<file path="src/rtl/ushift_reg.sv">
// rtl/ushift_reg.sv - universal shift register with load, multi-step shift/rotate and start/busy/done handshake
module ushift_reg #(
    parameter int               WIDTH   = 8,
    parameter int               AW      = 4,
    parameter logic [WIDTH-1:0] RST_VAL = '0
) (
    input  logic             clk,
    input  logic             rst_n,
    input  logic             start,
    input  logic [1:0]       op,
    input  logic             dir,
    input  logic [AW-1:0]    amt,
    input  logic [WIDTH-1:0] d,
    input  logic             sin_lsb,
    input  logic             sin_msb,
    output logic [WIDTH-1:0] q,
    output logic             sout,
    output logic             busy,
    output logic             done
);

    typedef enum logic {IDLE, RUN} state_t;

    localparam logic [1:0] OP_HOLD = 2'b00;
    localparam logic [1:0] OP_LOAD = 2'b01;

    state_t           state_q;
    logic [AW-1:0]    cnt_q;
    logic             rot_q;
    logic             dir_q;
    logic [WIDTH-1:0] q_q;
    logic             sout_q;
    logic             busy_q;
    logic             done_q;

    logic [WIDTH-1:0] step_q_d;
    logic             step_sout_d;

    // One step using the latched command; serial bits are taken live from the pins.
    always_comb begin
        step_q_d    = q_q;
        step_sout_d = sout_q;
        if (dir_q == 1'b0) begin
            step_q_d    = {q_q[WIDTH-2:0], (rot_q ? q_q[WIDTH-1] : sin_lsb)};
            step_sout_d = q_q[WIDTH-1];
        end else begin
            step_q_d    = {(rot_q ? q_q[0] : sin_msb), q_q[WIDTH-1:1]};
            step_sout_d = q_q[0];
        end
    end

    always_ff @(posedge clk or negedge rst_n) begin
        if (!rst_n) begin
            state_q <= IDLE;
            cnt_q   <= '0;
            rot_q   <= 1'b0;
            dir_q   <= 1'b0;
            q_q     <= RST_VAL;
            sout_q  <= 1'b0;
            busy_q  <= 1'b0;
            done_q  <= 1'b0;
        end else begin
            done_q <= 1'b0;
            case (state_q)
                IDLE: begin
                    if (start) begin
                        if (op == OP_HOLD) begin
                            done_q <= 1'b1;
                        end else if (op == OP_LOAD) begin
                            q_q    <= d;
                            done_q <= 1'b1;
                        end else if (amt == '0) begin
                            done_q <= 1'b1;
                        end else begin
                            rot_q   <= op[0];
                            dir_q   <= dir;
                            cnt_q   <= amt;
                            busy_q  <= 1'b1;
                            state_q <= RUN;
                        end
                    end
                end
                RUN: begin
                    q_q    <= step_q_d;
                    sout_q <= step_sout_d;
                    cnt_q  <= cnt_q - 1'b1;
                    if (cnt_q == {{(AW-1){1'b0}}, 1'b1}) begin
                        busy_q  <= 1'b0;
                        done_q  <= 1'b1;
                        state_q <= IDLE;
                    end
                end
                default: state_q <= IDLE;
            endcase
        end
    end

    assign q    = q_q;
    assign sout = sout_q;
    assign busy = busy_q;
    assign done = done_q;

endmodule

</file>
<file path="config.mk">
export PLATFORM = sky130hd
export DESIGN_NAME = ushift_reg
export DESIGN_NICKNAME = d
export VERILOG_FILES = /design/src/rtl/ushift_reg.sv
export SDC_FILE = /design/constraint.sdc
export NUM_CORES = 1
export LEC_CHECK = 0
export BUFFER_PORTS_ARGS = -buffer_cell sky130_fd_sc_hd__buf_2
export CORE_UTILIZATION = 35
export DETAILED_ROUTE_END_ITERATION = 10
export GPL_ROUTABILITY_DRIVEN = 0
export PLACE_DENSITY_LB_ADDON = 0.15
export SKIP_LAST_GASP = 1
export SYNTH_ARGS = -nofsm -noshare
export SYNTH_HDL_FRONTEND = slang
export SYNTH_SLANG_ARGS = --single-unit
export TNS_END_PERCENT = 50
</file>
<file path="constraint.sdc">
create_clock -name clk -period 2 [get_ports clk]
set_clock_uncertainty 0.15 [all_clocks]
set_input_delay 0.2 -clock clk [delete_from_list [all_inputs] [get_ports clk]]
set_output_delay 0.2 -clock clk [all_outputs]
set_load 0.02 [all_outputs]
</file>
# Word-level counts from Yosys, hierarchy flattened
# Cells that the tools add are included.
[totals]
ff_bits = 18
out_inout_bits = 11
wordCells = 58
[op_classes]
addsub = 1
eq_ne = 8
n_mux = 31
bitwise_logic = 4
reduce_logical = 6
[op_table]
columns = ["cell", "count"]
rows = [
  ["2-to-1 mux 8 bit", 4],
  ["2-to-1 mux 1 bit", 18],
  ["2-to-1 mux 4 bit", 4],
  ["case mux 8 bit (2 select lines)", 1],
  ["!= test 2 bit (second input constant)", 5],
  ["AND reduction 5 bit", 2],
  ["case mux 4 bit (2 select lines)", 1],
  ["case mux 1 bit (2 select lines)", 3],
  ["== test 4 x 1 -> 1 bit (second input constant)", 1],
  ["logical NOT 4 bit", 1],
  ["inverter 1 bit", 4],
  ["AND reduction 4 bit", 1],
  ["subtractor 4 x 1 -> 4 bit (second input constant)", 1],
  ["AND reduction 3 bit", 1],
  ["== test 2 x 1 -> 1 bit (second input constant)", 1],
  ["logical NOT 2 bit", 1],
  ["!= test 2 x 1 -> 1 bit (second input constant)", 1],
]

# Longest topological paths before layout
[depth]
ltp_word = 6
depth_mapped = 5
mapped_depth_nobuf = 5

# Worst setup path after synthesis
# Ideal clock, no wire load.
[synth_path]
kind = "reg2reg"
start = "reg cnt_q[1]"
end = "reg state_q"
setup_time_ns = 0.119
arrival_ns = 1.218
required_ns = 1.731
path_slack_ns = 0.514
path_stages_with_launch = 5
path_buffers = 0
synth_period_minus_slack_ns = 1.486
path_cell_list = "dfrtp_1 inv_1 ha_1 or3b_2 a21o_2"
[synth_between]
elab_chain_cells = 3
[synth_lines]
columns = ["element", "line", "rtl"]
rows = [
  ["start: declaration", "28", "logic [AW-1:0] cnt_q;"],
  ["start signal: assignment", "77", "cnt_q <= amt;"],
  ["start signal: assignment", "86", "cnt_q <= cnt_q - 1'b1;"],
  ["== test 4 x 1 -> 1 bit", "87", "if (cnt_q == {{(AW-1){1'b0}}, 1'b1}) begin"],
  ["2-to-1 mux 1 bit", "87", ""],
  ["case mux 1 bit (2 select lines)", "64", "case (state_q)"],
  ["end signal: assignment", "79", "state_q <= RUN;"],
  ["end signal: assignment", "90", "state_q <= IDLE;"],
  ["end signal: assignment", "93", "default: state_q <= IDLE;"],
  ["end: declaration", "27", "state_t state_q;"],
]
# Every way passes these cells.
# A chain may end at the register's enable or synchronous reset.

# Worst setup path in the final report
[layout_path]
start = "in op[0]"
end = "reg q_q[1], in the netlist q[1]"
[layout_between]
elab_chain_cells = 3
[layout_lines]
columns = ["element", "line", "rtl"]
rows = [
  ["start: declaration", "10", "input logic [1:0] op,"],
  ["== test 2 x 1 -> 1 bit or logical NOT 2 bit (tied branches)", "69, 67", ""],
  ["!= test 2 bit (no source line)", "-", ""],
  ["AND reduction 3 bit (no source line) *", "-", ""],
  ["end signal: assignment", "84", "q_q <= step_q_d;"],
  ["end: declaration", "31", "logic [WIDTH-1:0] q_q;"],
]
# Mark *: on every way between the ends. The rest lies on a longest branch, timed or not.

==> parameters.txt <==
Parameter                              Value

Floorplan
  Area of the die    3096 um2
  Row count    19
  Number of primary I/O pins    31
  Initial Util    36.84%
  Die width    55.65 um
  Area inside the core boundary    2734 um2
  Floorplan die height    55.65 um

Worst setup path
  Critical register-to-register path startpoint    cnt_q[1]
  Classification of the worst setup path    primary input to flop
  Crit Path Max Fanout    8
  Endpoint required time on the critical path    ~2.0 ns
  Type of element capturing the critical path    flop
  Type of origin of the critical path    primary input
  Critical path data arrival time    1.68 ns
  Launching instance or port of the critical path    op[0]

STA
  Setup violations, final    0
  Total negative setup slack    0 ns
  Final worst path period share    82.61%
  Number of endpoints with negative hold slack in the final report    0
  Least-Margin Pin Slew    between 0.4 and 0.5 ns
  Headroom to the max-slew limit    about two thirds
  Slew Viols, Final    0
  Final critical delay including setup and external delays    roughly 1.7 ns
  RSZ-0062 raised after global routing    no
  Top achievable clock speed    around 610 MHz

Routing
  DR pass1 iterations    4
  Detail Route Antenna Nets    0
  Number of vias after detailed routing    between 800 and 900
  Initial drt markers    16
  Wire length after detailed routing    2196 um
  Vias per std cell    5.278
  Avg WL per Cell    13.90 um
  Post-detailed-route DRC marker count    0

Placement
  Port-buffer cells    30
  # placed instances    152
  HPWL Detailed    1607 um

Clock tree
  Number of gates resized after cts    0
  Max Root-Sink Buffers    2
  Clock tree from TritonCTS    built
  H-Tree Depth    1
  Buffer count from post-CTS setup fixing    0
  Insertion delay of the later-clocked pin in the worst-skew pair    0.28 ns
  Hold-fix buffer count after cts    3
  CTS sink count    18
  Post-CTS clock slew at the launch and capture registers of the worst setup and hold paths    0.10 ns
  TritonCTS buffer count    3
  CTS root buffer    sky130_fd_sc_hd__clkbuf_4

Power
  Switching share of power    41.75%
  Cell area power density    1571 nW/um2
  Clock network fraction of total power    9.1%
  Leak pwr    between 0.5 and 0.6 nW
  Sequential power share    38.8%
  Max rail drop VDD    0.0008663 V
  Internal Pwr Total    1.135 mW
  Sw power    0.8135 mW
  Comb power frac    52.1%
  Total chip power    1.948 mW

Logic synthesis
  Synthesis-stage register bit count    18
  Sequential area share after synthesis    44.72%
  Cell taking the most area after synthesis    sky130_fd_sc_hd__dfrtp_1
  Number of synthesized flops with an enable pin    0
  Synth cell count leaders    18 x sky130_fd_sc_hd__dfrtp_1, 9 x sky130_fd_sc_hd__mux2i_1, 8 x sky130_fd_sc_hd__nor2_1
  Number of cells produced by synthesis    94
  Synthesized area divided by synthesized cell count    10.72 um2
  Ys async rst share    100.0%
  Portion of synthesized cell area occupied by the leading cell type    44.72%
  Yosys warning total    0
  Synthesized area    a little over 1000 um2
  Number of nets produced by synthesis    116
  Largest cells by area after synthesis    sky130_fd_sc_hd__dfrtp_1 45%, sky130_fd_sc_hd__mux2i_1 8.9%, sky130_fd_sc_hd__mux2_2 7.8%, sky130_fd_sc_hd__a21oi_1 3.5%, sky130_fd_sc_hd__o21ai_0 3.0%
  Cell with the most instances after synthesis    sky130_fd_sc_hd__dfrtp_1
  Leading register cell type out of synthesis    sky130_fd_sc_hd__dfrtp_1
  Number of different library cells in the post-synthesis netlist    26

Run
  Max-Cap Viols    0

Worst hold path
  Worst hold path startpoint    d[0]
  Hold Crit Class    primary input to flop

Layout
  Share of layout cells above drive strength 1    roughly 36%
  Final cell count without fillers    between 150 and 200
  Number of antenna diodes    0
  Fin nets    151
  Area added between synthesis and finish    23.11%
  Fill cell count    263

GRT
  Aggregate global routing overflow    0
  Initial antenna violation count    0
  Via count of the first global-routing pass    828
  Total routing resource utilization after global routing    16.07%
  Pin count of the biggest net entering global routing    19
  Wire length of the first global-routing pass    3912 um

Outcome
  Status    finished, final reports clean
worst paths after layout:
kind | endpoint | slack [ns] | cells past startpoint
worst min-delay path | q[0] | 0.07 | 3
worst min register to register | sout | 0.40 | 2
worst max register to register | state_q | 0.41 | 4
max in group asynchronous | q[7] | 1.19 | 2
min in group asynchronous | rot_q | 0.21 | 2
worst max-delay path | q[1] | 0.35 | 5
layout by cell type (no fill, tap or decap), drive strengths merged, types with 3 or more instances in the layout:
master	n
a21oi	7
a22oi	4
a2bb2oi	3
a31oi	4
buf	32
clkbuf	3
dfrtp	18
dlygate4sd3	3
inv	3
mux2	9
mux2i	9
nor2	8
o21ai	6
worst max-delay path: stages:
cell and delay [ns]:
sky130_fd_sc_hd__dlygate4sd3_1 0.52, sky130_fd_sc_hd__buf_2 0.11, sky130_fd_sc_hd__nand3b_1 0.13, sky130_fd_sc_hd__nand2b_1 0.34, sky130_fd_sc_hd__mux2_2 0.39
cell families after synthesis:
| logic type | count (synthesis) | synth area share [%] |
|---|---|---|
| AOI/OAI and AO/OA | 29 | 18.39 |
| xor gates and xnor gates | 2 | 1.739 |
| adders and majority gates | 2 | 2.484 |
| buffers and inverters | 8 | 3.478 |
| DFF | 18 | 44.72 |
| muxes | 18 | 19.01 |
| and+or+nand+nor | 17 | 10.19 |
state kept, by name (all words and copies together) (netlist names):
register  count
busy          1
cnt_q         4
dir_q         1
done          1
q             8
rot_q         1
sout          1
state_q       1
power groups by stage:
stage,logic [mW],clock network (mW),registers [mW]
2_1_floorplan,0.678,0,0.824
3_3_place_gp,1.00,0,0.759
3_5_place_dp,1.02,0,0.766
4_1_cts,1.03,0.188,0.758
5_1_grt,1.13,0.208,0.791
6_report,1.02,0.177,0.755
through the flow:
| step | setup WS (ns) | cell area, um2 | util (%) | hold slack, ns |
|---|---|---|---|---|
| 2_1_floorplan | 0.5137 | 1007 | - | -0.2456 |
| 3_3_place_gp | 0.4282 | 1187 | 43.43 | 0.01792 |
| 3_5_place_dp | 0.4101 | 1187 | 43.43 | 0.01470 |
| 4_1_cts | 0.3362 | 1240 | 45.35 | 0.06500 |
| 5_1_grt | 0.2814 | 1240 | 45.35 | 0.08418 |
| 6_report | 0.3479 | 1240 | 45.35 | 0.07288 |
per-layer routing:
metal | GRT usage [%] | vias up | wire length (um)
li1 | - | 410 | -
met1 | 21.87 | 398 | 1049
met2 | 26.51 | 24 | 1031
met3 | 2.093 | 2 | 101
met4 | 5.357 | 0 | 13
met5 | 0 | - | 0
area by class of cell:
| cell class | instances | area, um2 | share of cell area [%] |
|---|---|---|---|
| clock buffer | 3 | 22.52 | 1.816 |
| tap | 31 | 38.79 | 3.128 |
| sequential | 18 | 450.4 | 36.33 |
| timing repair buffer | 35 | 195.2 | 15.74 |
| inverter | 3 | 11.26 | 0.9082 |
| multi-input combinational | 68 | 521.8 | 42.08 |
(Power assumes the default switching activity.)
